===== config.mk =====
export PLATFORM = sky130hd
export DESIGN_NAME = boot_loader
export DESIGN_NICKNAME = d
export VERILOG_FILES = /design/src/rtl/soc_pkg.sv /design/src/rtl/byte_packer.sv /design/src/rtl/boot_loader.sv
export SDC_FILE = /design/constraint.sdc
export NUM_CORES = 1
export LEC_CHECK = 0
export CAP_MARGIN = 10
export CORE_UTILIZATION = 50
export CTS_BUF_LIST = sky130_fd_sc_hd__clkbuf_8 sky130_fd_sc_hd__clkbuf_16
export DETAILED_ROUTE_END_ITERATION = 10
export GPL_TIMING_DRIVEN = 0
export HOLD_SLACK_MARGIN = 0.1
export PLACE_DENSITY = 0.75
export SYNTH_ARGS = -nofsm -noshare
export SYNTH_HDL_FRONTEND = slang
export SYNTH_SLANG_ARGS = --single-unit

===== constraint.sdc =====
create_clock -name clk -period 3.41 [get_ports clk]
set_clock_uncertainty 0.1 [all_clocks]
set_input_delay 0.5115 -clock clk [delete_from_list [all_inputs] [get_ports clk]]
set_output_delay 0.5115 -clock clk [all_outputs]
set_load 0.02 [all_outputs]

===== src/rtl/soc_pkg.sv =====
// Shared definitions for the boot loader and its byte packer.
package soc_pkg;

   localparam int unsigned WORD_BYTES = 4;
   localparam logic [3:0]  WMASK_FULL = 4'b1111;
   localparam logic [3:0]  WMASK_NONE = 4'b0000;

   typedef enum logic [2:0] {
      ST_LEN   = 3'd0,
      ST_DATA  = 3'd1,
      ST_WRITE = 3'd2,
      ST_READ  = 3'd3,
      ST_DONE  = 3'd4,
      ST_ERROR = 3'd5
   } loader_state_e;

endpackage


===== src/rtl/byte_packer.sv =====
// Gathers accepted stream bytes into a little-endian word; the word and its
// valid are combinational in the cycle the last byte is accepted.
module byte_packer
   import soc_pkg::*;
(
   input  logic        clk,
   input  logic        rst,
   input  logic        i_clear,
   input  logic [7:0]  i_data,
   input  logic        i_valid,
   input  logic        i_ready,
   output logic [31:0] o_word_c,
   output logic        o_word_valid_c
);

   localparam logic [1:0] LAST_IDX = 2'(WORD_BYTES - 1);

   logic [1:0]  r_idx;
   logic [31:0] r_shift;
   logic        w_accept;

   assign w_accept       = i_valid & i_ready;
   // New byte enters at the top so byte 0 ends up in bits [7:0] after four shifts.
   assign o_word_c       = {i_data, r_shift[31:8]};
   assign o_word_valid_c = w_accept && (r_idx == LAST_IDX);

   always_ff @(posedge clk) begin
      if (rst || i_clear) begin
         r_idx   <= 2'd0;
         r_shift <= 32'd0;
      end else if (w_accept) begin
         r_idx   <= r_idx + 2'd1;
         r_shift <= o_word_c;
      end
   end

endmodule


===== src/rtl/boot_loader.sv =====
// Boot loader: streams a length-prefixed image into memory over the shared bus,
// optionally reads each word back, then releases the core from reset.
module boot_loader
   import soc_pkg::*;
#(
   parameter logic [31:0] BASE_ADDR  = 32'h0000_0000,
   parameter int unsigned SIZE_WORDS = 2048,
   parameter logic        VERIFY     = 1'b1
) (
   input  logic        clk,
   input  logic        rst,
   input  logic [7:0]  in_data,
   input  logic        in_valid,
   output logic        in_ready,
   output logic [31:0] bus_addr,
   output logic [31:0] bus_wdata,
   output logic [3:0]  bus_wmask,
   output logic        bus_wen,
   output logic        bus_ren,
   input  logic [31:0] bus_rdata,
   input  logic        bus_done,
   output logic        cpu_rst,
   output logic        load_done,
   output logic        load_error
);

   localparam logic [31:0] SIZE_LIMIT = 32'(SIZE_WORDS);
   localparam logic [31:0] ADDR_STEP  = 32'(WORD_BYTES);

   loader_state_e r_state, w_state_nxt;
   logic [31:0]   r_count, w_count_nxt;
   logic [31:0]   r_written, w_written_nxt;
   logic [31:0]   r_bus_addr, w_addr_nxt;
   logic [31:0]   r_bus_wdata, w_wdata_nxt;
   logic          r_bus_wen, w_wen_nxt;
   logic          r_bus_ren, w_ren_nxt;
   logic [3:0]    r_bus_wmask;
   logic          r_in_ready, r_cpu_rst, r_load_done, r_load_error;
   logic          w_advance, w_pack_clear;
   logic [31:0]   w_word_c;
   logic          w_word_valid_c;

   assign w_pack_clear = (r_state == ST_DONE) || (r_state == ST_ERROR);

   byte_packer u_packer (
      .clk            (clk),
      .rst            (rst),
      .i_clear        (w_pack_clear),
      .i_data         (in_data),
      .i_valid        (in_valid),
      .i_ready        (r_in_ready),
      .o_word_c       (w_word_c),
      .o_word_valid_c (w_word_valid_c)
   );

   // Next-state and next-value logic for the loader.
   always_comb begin
      w_state_nxt   = r_state;
      w_count_nxt   = r_count;
      w_written_nxt = r_written;
      w_addr_nxt    = r_bus_addr;
      w_wdata_nxt   = r_bus_wdata;
      w_wen_nxt     = r_bus_wen;
      w_ren_nxt     = r_bus_ren;
      w_advance     = 1'b0;
      unique case (r_state)
         ST_LEN: begin
            if (w_word_valid_c) begin
               w_count_nxt = w_word_c;
               if (w_word_c == 32'd0)           w_state_nxt = ST_DONE;
               else if (w_word_c > SIZE_LIMIT)  w_state_nxt = ST_ERROR;
               else                             w_state_nxt = ST_DATA;
            end
         end
         ST_DATA: begin
            if (w_word_valid_c) begin
               w_wdata_nxt = w_word_c;
               w_wen_nxt   = 1'b1;
               w_state_nxt = ST_WRITE;
            end
         end
         ST_WRITE: begin
            if (bus_done && r_bus_wen) begin
               w_wen_nxt = 1'b0;
               if (VERIFY) begin
                  w_ren_nxt   = 1'b1;
                  w_state_nxt = ST_READ;
               end else begin
                  w_advance = 1'b1;
               end
            end
         end
         ST_READ: begin
            if (bus_done && r_bus_ren) begin
               w_ren_nxt = 1'b0;
               // On mismatch the address is left pointing at the failing word.
               if (bus_rdata != r_bus_wdata) w_state_nxt = ST_ERROR;
               else                          w_advance   = 1'b1;
            end
         end
         default: ;
      endcase
      if (w_advance) begin
         w_written_nxt = r_written + 32'd1;
         w_addr_nxt    = r_bus_addr + ADDR_STEP;
         if (w_written_nxt == r_count) w_state_nxt = ST_DONE;
         else                          w_state_nxt = ST_DATA;
      end
   end

   // State and registered outputs.
   always_ff @(posedge clk) begin
      if (rst) begin
         r_state      <= ST_LEN;
         r_count      <= 32'd0;
         r_written    <= 32'd0;
         r_bus_addr   <= BASE_ADDR;
         r_bus_wdata  <= 32'd0;
         r_bus_wen    <= 1'b0;
         r_bus_ren    <= 1'b0;
         r_bus_wmask  <= WMASK_NONE;
         r_in_ready   <= 1'b0;
         r_cpu_rst    <= 1'b1;
         r_load_done  <= 1'b0;
         r_load_error <= 1'b0;
      end else begin
         r_state      <= w_state_nxt;
         r_count      <= w_count_nxt;
         r_written    <= w_written_nxt;
         r_bus_addr   <= w_addr_nxt;
         r_bus_wdata  <= w_wdata_nxt;
         r_bus_wen    <= w_wen_nxt;
         r_bus_ren    <= w_ren_nxt;
         r_bus_wmask  <= w_wen_nxt ? WMASK_FULL : WMASK_NONE;
         r_in_ready   <= (w_state_nxt == ST_LEN) || (w_state_nxt == ST_DATA);
         r_cpu_rst    <= (w_state_nxt != ST_DONE);
         r_load_done  <= (w_state_nxt == ST_DONE);
         r_load_error <= (w_state_nxt == ST_ERROR);
      end
   end

   assign in_ready   = r_in_ready;
   assign bus_addr   = r_bus_addr;
   assign bus_wdata  = r_bus_wdata;
   assign bus_wmask  = r_bus_wmask;
   assign bus_wen    = r_bus_wen;
   assign bus_ren    = r_bus_ren;
   assign cpu_rst    = r_cpu_rst;
   assign load_done  = r_load_done;
   assign load_error = r_load_error;

endmodule


Word-level counts from Yosys, hierarchy flattened
Index checks and enable logic that the tools add are counted.
- $add $sub $neg: 3
- reduce and logical (&&, ||, !) cells: 13
- multipliers: 0
- divide/modulo/power cells: 0
- multiplexer cells: 20
- shift-type cells: 0
- magnitude comparators: 1
- bitwise logic cells: 1
- equality and inequality tests: 14
- operator list (kind ; number):
    $add A32 B1 Y32 const B ; 1
    $add A32 B3 Y32 const B ; 1
    $eq A32 B32 Y1 ; 1
    $gt A32 B12 Y1 const B ; 1
    $logic_not A32 Y1 ; 1
    $ne A32 B32 Y1 ; 1
    $mux W3 ; 9
    $eq A3 B3 Y1 const B ; 4
    $pmux W3 S4 ; 1
    $mux W1 ; 7
    $eq A3 B1 Y1 const B ; 2
    $eq A3 B2 Y1 const B ; 2
    $logic_not A3 Y1 ; 2
    $mux W4 ; 1
    $ne A2 B2 Y1 const B ; 2
    $pmux W1 S2 ; 2
    $reduce_and A2 Y1 ; 2
    $logic_and A1 B1 Y1 ; 3
    $logic_or A1 B1 Y1 ; 3
    $ne A3 B3 Y1 const B ; 1
    $reduce_and A3 Y1 ; 1
    $add A2 B1 Y2 const B ; 1
    $eq A2 B2 Y1 const B ; 1
    $reduce_bool A2 Y1 ; 1
    $and A1 B1 Y1 ; 1
- latch bits: 0
- memories kept: 0
- ROM bits: 0
- output and inout port bits: 74
- flip-flop bits (word level): 175
- memory bits (writable): 0

Longest topological paths before layout
Gate-level depths: netlist (run 1).
- depth in word-level cells: 8
- mapped depth: 11

Cells and area by module
From an unflattened synthesis (run 1), not the netlist that was laid out.
- cell total of the unflattened synthesis: 980
- area total of the unflattened synthesis: 8144.1 µm²
- modules (own cells, without submodules) (module ; area each (µm²) ; instances ; seq. area each (µm²) ; cells an instance):
    boot_loader ; 6779.0 ; 1 ; 2702.6 ; 850
    byte_packer ; 1365.1 ; 1 ; 520.5 ; 130

Worst setup path before layout (run 1)
Ideal clock, no wire load.
- path kind: register -> register
- start: register r_written[0]
- end: register r_cpu_rst (netlist: cpu_rst)
- setup time: 120 ps
- data arrival time: 2648 ps
- stages on the path, launching flop included: 12
- path slack: 542 ps
- period minus slack after synthesis: 2868 ps
- required time: 3190 ps
- path through: dfxtp_1 ha_1 nand3_2 buf_2 or3_2 clkbuf_1 nor3_1 xnor2_1 nand3_1 nor4_2 a31oi_2 a211o_1
- word-level cells in the longest chain between the ends: 5
- ends and longest elaborated chain (item ; line ; source):
    from (decl) ; boot_loader.sv:32 ; logic [31:0] r_written, w_written_nxt;
    from (signal assigned) ; boot_loader.sv:129 ; r_written <= w_written_nxt;
    $add A32 B1 Y32 ; boot_loader.sv:104 ; w_written_nxt = r_written + 32'd1;
    $eq A32 B32 Y1 ; boot_loader.sv:106 ; if (w_written_nxt == r_count) w_state_nxt = ST_DONE;
    $mux W3 ; boot_loader.sv:106 ;
    $mux W3 ; boot_loader.sv:103 ; if (w_advance) begin
    $ne A3 B3 Y1 ; boot_loader.sv:136 ; r_cpu_rst <= (w_state_nxt != ST_DONE);
    to (signal assigned) ; boot_loader.sv:136 ;
    to (decl) ; boot_loader.sv:38 ; logic r_in_ready, r_cpu_rst, r_load_done, r_load_error;
No other way between the ends.
A chain may end at the register's enable or synchronous reset.

Final worst setup path (run 1)
- start: input bus_rdata[30]
- end: register r_written[28]
- word-level cells in the longest chain between the ends: 4
- ends and longest elaborated chain (item ; line ; source):
    from (decl) ; boot_loader.sv:20 ; input logic [31:0] bus_rdata,
    $ne A32 B32 Y1 ; boot_loader.sv:97 ; if (bus_rdata != r_bus_wdata) w_state_nxt = ST_ERROR;
    $mux W1 ; boot_loader.sv:97 ;
    $mux W1 ; boot_loader.sv:94 ; if (bus_done && r_bus_ren) begin
    $mux W1 ; - ;
No other way between the ends.

==> reports/results.ini, run 1 <==
[global_routing]
grt_pass1_wl_um = 36400
grt_overflow_total = 0
grt_pass1_vias = 7045
grt_max_degree = 17
track_usage_pct = 29.1
antenna_found_initial = 0

[synthesis]
ys_ff_latch = 161
syn_area_um2 = 7840
muxShareOfSynthArea_pct = 1.15
ys_types = 58
seq_area_frac_synth_pct = 41.1
synth_edf_count = 0
synth-compound-area-share_pct = 11.0
synth_adder_area_share_pct = 0.479
synthXorXnorAreaFrac_pct = 14.0
synth.most_common_cell = nand2_1
synth_top_family_by_area = simple AND/OR/NAND/NOR gates
yosys_warnings = 0
syn_area_per_cell_um2 = 7.99
synth-simple-area-share_pct = 28.0
netlist.area_leader.share_pct = 41.1
yosys-top-cells-area = dfxtp_1 (41%), nand2_1 (10%), xnor2_1 (9.1%), a21oi_1 (6.8%), xor2_1 (4.9%)
syn_inst = 980
synth-main-ff-cell = dfxtp_1
async_flop_share_pct = 0
synth_area_leader_cell = dfxtp_1
ys_top_cells_by_count = nand2_1 (211), dfxtp_1 (161), a21oi_1 (106), xnor2_1 (81), nor2_1 (76)

[sta]
slew_headroom_pct = 43.9
fmax_mhz = 313
hold-worst-slack_ns = 0.369
slew_violations = 0
hold_viol_final = 0
rsz0062_at_grt = false
min_period_ns = 3.20
finalCritPeriodShare_pct = 93.7
finalSetupViolations = 0
tightestPinTransition_ns = 0.834

[worst_setup_path]
cp.required_ns = 3.61
path_class = in -> reg
endpoint_kind = flip-flop
critPathLaunchType = input port
worstRegToRegCells = 11
crit_path_max_fanout = 10
worstPathArrival_ns = 3.40

[layout]
fin_cells = 1338
fill_cells = 1341
drive_gt1_share_pct = 7.63
nets = 1161
area_growth_pct = 26.5
n_antenna_cell = 0

[pwr]
power_w = 0.00399
p_per_area_nw_per_um2 = 402
peakVddDrop_mv = 0.356
p_leak_nw = 3.29

[route]
first_pass_iters = 5
vias_per_cell = 5.53
wire_per_inst_um = 16.8
vias = 7394
drc = 0
initialDrtViolationCount = 783
ant_nets = 0
finalWirelength_um = 22400

[floorplanning]
fp.dieH_um = 127
die_area_um2 = 16200
design.core.area_um2 = 15300
ios = 118
die_w_um = 127
num_rows = 45
start_util_pct = 51.3

[job]
maxCapViolCount = 0

[placement]
dp_hpwl_um = 16300
gp_congestion = 0.959
dp_cells = 1306
port_buffers = 114

[clocking]
insertion_delay_ns = 0.43
cts_sinks = 161
cts_tree = built
cts.path.max_buffers = 2
cts_hold_buf = 0
cts_root_buf = clkbuf_16
cts-buffers-inserted = 17
clk_pin_slew_ns = 0.07
htreeDepth = 4

[worst_hold_path]
hold_path.class = reg -> reg
hold_depth = 2

[status]
run_status = completed

==> final timing paths <==
check                            to  slack [ns]              start
setup / recovery      r_written[28]        0.21      bus_rdata[30]
hold reg to reg   u_packer.r_idx[1]        0.37  u_packer.r_idx[1]
hold / removal    u_packer.r_idx[1]        0.37  u_packer.r_idx[1]
setup reg to reg            cpu_rst        0.24       r_written[1]
==> final cells by class <==
| type | instances | area (um^2) | area share (%) |
|---|---|---|---|
| multi-input cells | 746 | 4350 | 43.9 |
| flip-flops and latches | 161 | 3220 | 32.5 |
| repair buffers | 114 | 1140 | 11.5 |
| clock buffers | 19 | 453 | 4.57 |
| plain buffers | 65 | 299 | 3.02 |
| well taps | 211 | 264 | 2.66 |
| clock inverters | 13 | 146 | 1.48 |
| inverters | 9 | 33.8 | 0.341 |
==> registers in the layout, indices dropped and copies added, names as in the netlist, named ones only <==
signal and flops:
r_written 32, load_done 1, u_packer.r_idx 2, bus_wdata 32, in_ready 1, r_state 3, r_count 32, u_packer.r_shift 24
bus_ren 1, cpu_rst 1, load_error 1, bus_addr 30
==> placed cells by master, fill, tap and decap left out, types with 17 or more instances in the layout <==
cell,n
xnor2_1,81
nor3_1,18
nand2_1,211
dfxtp_1,160
xor2_1,44
nor4_1,18
nand3_1,28
nor2_1,76
nand4_1,32
clkbuf_16,17
a21oi_1,106
clkbuf_1,41
clkdlybuf4s50_1,114
==> logic make-up after synthesis <==
| logic type | after synthesis |
|---|---|
| AO/OA/AOI/OAI | 149 |
| XOR/XNOR | 125 |
| adder cells (fa/ha/maj) | 3 |
| buffers and inverters | 74 |
| flip-flops | 161 |
| multiplexers | 9 |
| other | 1 |
| AND/OR/NAND/NOR | 458 |
==> report_power, final <==
part	total (W)	internal [W]	switching (W)
Sequential	0.00190	0.00189	0.0000146
Clock	0.00192	0.00107	0.000845
Combinational	0.000163	0.0000758	0.0000873
==> per-layer routing <==
metal	vias up	wire length (um)	track usage [%]
met1	3457	10200	39.0
met3	51	1370	5.78
met4	0	704	12.7
li1	3598	-	-
met5	-	0	0
met2	288	10200	45.5
==> worst max-delay path: stages <==
cell and delay [ns]:
clkdlybuf4s50_1 0.41, xnor2_1 0.22, nand4_1 0.13, nor3_1 0.56
nand3_4 0.32, clkbuf_1 0.36, nor3_1 0.42, nand3_1 0.22
xor2_1 0.19, nor2_1 0.05
==> timing repair <==
action,in CTS,in global routing
setup buffers,0,0
setup endpoints to repair,16,6
gates cloned,0,0
gates resized for setup,4,9
==> metrics by stage <==
stage	TNS (ns)	instance area [um^2]	setup slack [ns]	util, %
floorplan	0	7840	0.542	-
global placement	-18.88	9240	-0.629	60.6
detailed placement	-20.08	9240	-0.675	60.6
CTS	0	9870	0.0212	64.7
global route	0	9910	0.0415	65.0
finish	0	9910	0.214	65.0
Power figures use the tool's default switching activity.
==> inputs of run 2 (changes only) <==
Settings changed: CORE_UTILIZATION 50 to 40, PLACE_DENSITY 0.75 to default.
==> run 2 against run 1 <==
Effect of this change: hold slack worse by 0.0019 ns; die area up 25%; clock power about the same; cell count up 3.6%; largest power group unchanged; cell area up 0.33%; sequential cell count unchanged; combinational power about the same; largest cell class unchanged; highest routed layer unchanged; fmax down 2.1%; global-route usage down 5.3 points; routed wire length up 2.8%.
==> reports/results.ini, run 2 (synthesized netlist as in run 1, its figures left out) <==
[worst_setup_path]
critPathLaunchType = flip-flop
cp.required_ns = 3.63  ; +0.02 ns
r2r_start = r_written[1]
endpoint_kind = flip-flop
rrSetupSlack_ns = 0.14  ; -0.10 ns
setup.worst_path.end = cpu_rst
cp-startpoint = r_written[1]
reg2reg_to = cpu_rst
worstPathArrival_ns = 3.48  ; +0.08 ns
path_class = reg -> reg
worstRegToRegCells = 10  ; -1
crit_path_max_fanout = 10  ; unchanged

[pwr]
p_leak_nw = 3.29  ; -0.13%
p_clk_share_pct = 48.6  ; +0.4 points
p_per_area_nw_per_um2 = 404  ; +0.52%
p_comb_share_pct = 4.1  ; about the same
peakVddDrop_mv = 0.354  ; -0.55%
net-switching-power_w = 0.000954  ; +0.78%
internal_power_w = 0.00307  ; +0.87%
swShare_pct = 23.7  ; about the same
power_frac_seq_pct = 47.3  ; -0.4 points

[layout]
final_common_cell = nand2_1
area_growth_pct = 26.9
n_antenna_cell = 0  ; unchanged
nets = 1161  ; unchanged
design_area_um2 = 9940  ; +0.33%
fin_cells = 1386  ; +3.6%
mostFrequentLayoutCells = nand2_1 (211), dfxtp_1 (160), clkdlybuf4s50_1 (114), a21oi_1 (106), xnor2_1 (81)
drive_gt1_share_pct = 7.28  ; -0.35 points

[global_routing]
grt_pass1_vias = 6906  ; -2.0%
antenna_found_initial = 0  ; unchanged
grt_pass1_wl_um = 37200  ; +2.1%
track_usage_pct = 23.8  ; -5.3 points
grt_overflow_total = 0  ; unchanged
grt_max_degree = 17  ; unchanged

[floorplanning]
die_area_um2 = 20200  ; +25%
design.core.area_um2 = 19000  ; +24%
die_w_um = 142  ; +12%
ios = 118  ; unchanged
start_util_pct = 41.3  ; -10 points
num_rows = 50  ; +11%
fp.dieH_um = 142  ; +12%

[sta]
hold_viol_final = 0  ; unchanged
finalCritPeriodShare_pct = 95.8  ; +2.0 points
rsz0062_at_grt = false
min_period_ns = 3.27  ; +0.0699 ns
fmax_mhz = 306  ; -2.1%
tightestPinTransition_ns = 0.814  ; -0.0199 ns
finalSetupViolations = 0  ; unchanged
slew_headroom_pct = 45.2  ; +1.3 points
slew_violations = 0  ; unchanged

[clocking]
cts_sinks = 161  ; unchanged
post_cts_resized = 4  ; unchanged
cts_root_buf = clkbuf_16
cts_setup_buffers = 0  ; unchanged
insertion_delay_ns = 0.43  ; about the same
htreeDepth = 4  ; unchanged
cts.path.max_buffers = 2  ; unchanged
cts_tree = built
cts_hold_buf = 0  ; unchanged
cts-buffers-inserted = 17  ; unchanged
clk_pin_slew_ns = 0.07  ; about the same

[route]
finalWirelength_um = 23100  ; +2.8%
wl_met1_um = 10900  ; +7.4%
first_pass_iters = 5  ; unchanged
initialDrtViolationCount = 573  ; -27%
ant_nets = 0  ; unchanged
dr_wl_met2_um = 10500  ; +3.2%
wire_per_inst_um = 16.6  ; -0.74%
vias_per_cell = 5.23  ; -5.4%
vias = 7248  ; -2.0%
drc = 0  ; unchanged
highest_layer = met4
met3RoutedLength_um = 1270  ; -7.4%

[placement]
dp_cells = 1355  ; +3.8%
port_buffers = 114  ; unchanged
placed_cell_area_um2 = 9310  ; +0.66%
gp_congestion = 0.854  ; -11%
dp_hpwl_um = 17100  ; +4.7%

[worst_hold_path]
hold_path.class = reg -> reg
hold_depth = 2  ; unchanged

[job]
maxCapViolCount = 0  ; unchanged

[status]
run_status = completed

run 2: how the worst min path moves through the flow:
stage,start,to,slack (ns)
6_report,r_count[1],r_count[1],0.37
5_1_grt,u_packer.r_idx[1],u_packer.r_idx[1],0.38
4_1_cts,r_count[1],r_count[1],0.37
3_5_place_dp,u_packer.r_idx[1],u_packer.r_idx[1],0.35
3_3_place_gp,u_packer.r_idx[1],u_packer.r_idx[1],0.35
2_1_floorplan,u_packer.r_idx[1],u_packer.r_idx[1],0.34
run 2: power groups by stage:
stage	Combinational (W)	Sequential (W)	Clock (W)
floorplan	0.0000744	0.00194	0
global placement	0.000164	0.00195	0
detailed placement	0.000164	0.00195	0
CTS	0.000165	0.00190	0.00198
global route	0.000178	0.00190	0.00207
finish	0.000164	0.00190	0.00195
run 2: critical path, cell delays in order (launching register included):
cell and delay, ns:
dfxtp_1 0.48, ha_4 0.24, nand3_2 0.10, buf_2 0.21
or3_2 0.45, clkbuf_1 0.21, nor3_1 0.19, a41oi_1 0.28
nor4_4 0.43, a31oi_2 0.18, a211o_1 0.29
run 2: per-stage QoR:
| stage | util, % | TNS, ns | hold slack (ns) | setup WS (ns) | power, W |
|---|---|---|---|---|---|
| finish | 52.5 | 0 | 0.367 | 0.144 | 0.00402 |
| global route | 52.5 | 0 | 0.383 | 0.0437 | 0.00415 |
| CTS | 52.3 | 0 | 0.373 | 0.0410 | 0.00404 |
| detailed placement | 49.1 | -19.53 | 0.354 | -0.654 | 0.00211 |
| global placement | 49.1 | -22.76 | 0.351 | -0.738 | 0.00211 |
| floorplan | - | 0 | 0.340 | 0.542 | 0.00201 |
run 2: layout make-up:
class,count,area (um^2)
Sequential cell,161,3220
Inverter,9,33.8
Clock buffer,17,425
Buffer,65,298
Fill cell,1828,9010
Timing Repair Buffer,114,1140
Tap cell,260,325
Clock inverter,14,165
Multi-Input combinational cell,746,4330
run 2: routing by layer:
metal / GRT usage (%) / up-vias
li1: - / 3592
met1: 32.8 / 3386
met2: 37.4 / 242
met3: 4.98 / 28
met4: 6.62 / 0
met5: 0 / -
==> inputs of run 3 (changes only) <==
Settings changed: ABC_AREA from default to 1, ABC_CLOCK_PERIOD_IN_PS from default to 3410.
==> run 3 against run 2 <==
Effect of this change: clock-buffer cell count unchanged; cell area increased by 5.2%; combinational power increased by 30%; synthesized cell count increased by 28%; area after synthesis is 6.9% higher; critical path depth stayed put; critical endpoint is now r_written[21]; largest cell class unchanged.
==> reports/results.ini, run 3 <==
[clocking]
insertion_delay_ns = 0.43  ; about the same
cts_root_buf = clkbuf_16
htreeDepth = 4  ; unchanged
cts_sinks = 161  ; unchanged
clk_pin_slew_ns = 0.08  ; about the same
cts-buffers-inserted = 17  ; unchanged
cts_setup_buffers = 0  ; unchanged
cts_tree = built
post_cts_resized = 0  ; -4
cts.path.max_buffers = 2  ; unchanged
cts_hold_buf = 0  ; unchanged

[floorplanning]
design.core.area_um2 = 20400  ; +7.4%
num_rows = 52  ; +4.0%
ios = 118  ; unchanged
fp.dieH_um = 147  ; +3.4%
die_w_um = 147  ; +3.4%
start_util_pct = 41.1  ; -0.20 points
die_area_um2 = 21500  ; +6.8%

[layout]
n_antenna_cell = 0  ; unchanged
finish.utilization_pct = 51.4  ; -1.1 points
final_common_cell = nand2_1
area_growth_pct = 24.8
mostFrequentLayoutCells = nand2_1 (330), nor2_1 (163), dfxtp_1 (161), a21oi_1 (125)
fill_cells = 2047  ; +12%
drive_gt1_share_pct = 4.69  ; -2.6 points
nets = 1440  ; +24%

[synthesis]
synth_area_leader_cell = dfxtp_1
netlist.area_leader.share_pct = 38.5  ; -2.7 points
syn_inst = 1258  ; +28%
async_flop_share_pct = 0  ; unchanged
ys_types = 33  ; -43%
seq_area_frac_synth_pct = 38.5  ; -2.7 points
synth.most_common_cell = nand2_1
syn_area_um2 = 8380  ; +6.9%
syn_area_per_cell_um2 = 6.66  ; -17%
synth_edf_count = 0  ; unchanged
yosys_warnings = 0  ; unchanged
ys_ff_latch = 161  ; unchanged
synth-main-ff-cell = dfxtp_1
ys_top_cells_by_count = nand2_1 (330), nor2_1 (163), dfxtp_1 (161), a21oi_1 (125), o21ai_0 (115)
yosys-top-cells-area = dfxtp_1 (38%), nand2_1 (15%), a21oi_1 (7.5%), nor2_1 (7.3%), o21ai_0 (6.9%)

[global_routing]
grt_pass1_wl_um = 42200  ; +13%
grt_max_degree = 19  ; +2
grt_overflow_total = 0  ; unchanged
track_usage_pct = 25.0  ; +1.2 points
grt_pass1_vias = 7990  ; +16%
antenna_found_initial = 0  ; unchanged

[worst_setup_path]
path_class = in -> reg
critPathBufInv = 3  ; +1
critPathLaunchType = input port
worstRegToRegCells = 9  ; -1
crit_chain = clkdlybuf4s50_1 > or2_2 > a21oi_1 > nand4_1 > nor2_1 > nand3_1 > inv_1 > clkbuf_1 > o21ai_0 > a31oi_1
crit_family = buffers and inverters
crit_path_max_fanout = 10  ; unchanged
worstPathArrival_ns = 3.19  ; -0.29 ns
reg2reg_to = r_written[21]
rrSetupSlack_ns = 0.62  ; +0.48 ns
r2r_start = bus_wdata[9]
max_stage_delay_ns = 0.52  ; +0.04 ns
slowest_stage = clkbuf_1
endpoint_kind = flip-flop
cp.required_ns = 3.67  ; +0.04 ns

[sta]
finalCritPeriodShare_pct = 85.9  ; -9.9 points
fin_setup_tns_ns = 0  ; unchanged
tightestPinTransition_ns = 0.671  ; -0.143 ns
finalSetupViolations = 0  ; unchanged
hold_viol_final = 0  ; unchanged
slew_violations = 0  ; unchanged
min_period_ns = 2.93  ; -0.337 ns
rsz0062_at_grt = false
slew_headroom_pct = 55.2  ; +10 points
hold-worst-slack_ns = 0.375  ; +0.00851 ns
fmax_mhz = 341  ; +11%

[route]
ant_nets = 0  ; unchanged
wire_per_inst_um = 15.7  ; -5.7%
initialDrtViolationCount = 628  ; +9.6%
vias_per_cell = 5.08  ; -2.9%
drc = 0  ; unchanged
vias = 8506  ; +17%
first_pass_iters = 6  ; +1
finalWirelength_um = 26300  ; +14%

[worst_hold_path]
hold_depth = 2  ; unchanged
min_from = r_count[18]
hold_path.class = reg -> reg
hold_end = r_count[18]

[placement]
gp_congestion = 0.939  ; +10%
port_buffers = 115  ; +0.88%
dp_hpwl_um = 20400  ; +19%

[pwr]
p_leak_nw = 4.06  ; +24%
p_per_area_nw_per_um2 = 386  ; -4.5%
power_w = 0.00404  ; +0.47%
peakVddDrop_mv = 0.304  ; -14%

[job]
maxCapViolCount = 0  ; unchanged

[status]
run_status = completed

==> run 3: worst max path at each step <==
stage	slack, ns	depth (start not counted)	startpoint	endpoint
global route	0.32	10	bus_rdata[9]	r_written[2]
detailed placement	0.03	10	bus_rdata[4]	r_written[10]
floorplan	1.34	10	bus_rdata[9]	bus_addr[23]
CTS	0.46	10	bus_rdata[4]	r_written[2]
finish	0.48	10	bus_rdata[9]	r_written[21]
global placement	0.07	10	bus_rdata[29]	r_written[22]
==> run 3: through the flow <==
step | instance area, um^2 | setup slack, ns | std cells
after global placement | 9870 | 0.0699 | 1644
after detailed placement | 9870 | 0.0287 | 1644
after global routing | 10500 | 0.319 | 1676
final | 10500 | 0.481 | 1676
after CTS | 10500 | 0.463 | 1676
after floorplan | 8380 | 1.34 | 1259
==> run 3: cell families (layout without fill, tap and decap cells) <==
logic type,Yosys count,after routing,share of synthesized area (%)
xor gates and xnor gates,66,66,7.42
DFF,161,161,38.5
AOI/OAI and AO/OA,249,249,15.0
other,1,2,0.0448
adders and majority gates,3,3,0.448
buffers and inverters,160,307,7.51
and+or+nand+nor,618,618,31.1
==> run 3: power breakdown <==
part / switching [W] / internal (W)
clock network: 0.000925 / 0.000984
registers: 0.0000183 / 0.00190
logic: 0.000122 / 0.0000916
total: 0.00107 / 0.00297
==> run 3: worst min-delay path, delay by kind of cell, from the launching register on <==
family | cells | cell delay, ns
AO/OA/AOI/OAI | 1 | 0.05
flip-flops | 1 | 0.31
buffers and inverters | 1 | 0.06
==> run 3: routing by layer <==
metal / vias to the layer above / global-route usage, % / part of all wire [%]
li1: 4355 / - / -
met1: 3852 / 33.6 / 48
met2: 263 / 40.9 / 46
met3: 36 / 4.44 / 4.9
met4: 0 / 6.98 / 1.7
met5: - / 0 / 0
==> run 3: layout make-up <==
type	instances	area (um^2)	area share, %
plain buffers	51	220	2.11
clock buffers	17	425	4.07
clock inverters	15	163	1.56
inverters	109	409	3.91
multi-input cells	938	4530	43.3
flip-flops and latches	161	3220	30.8
well taps	270	338	3.23
repair buffers	115	1150	11.0
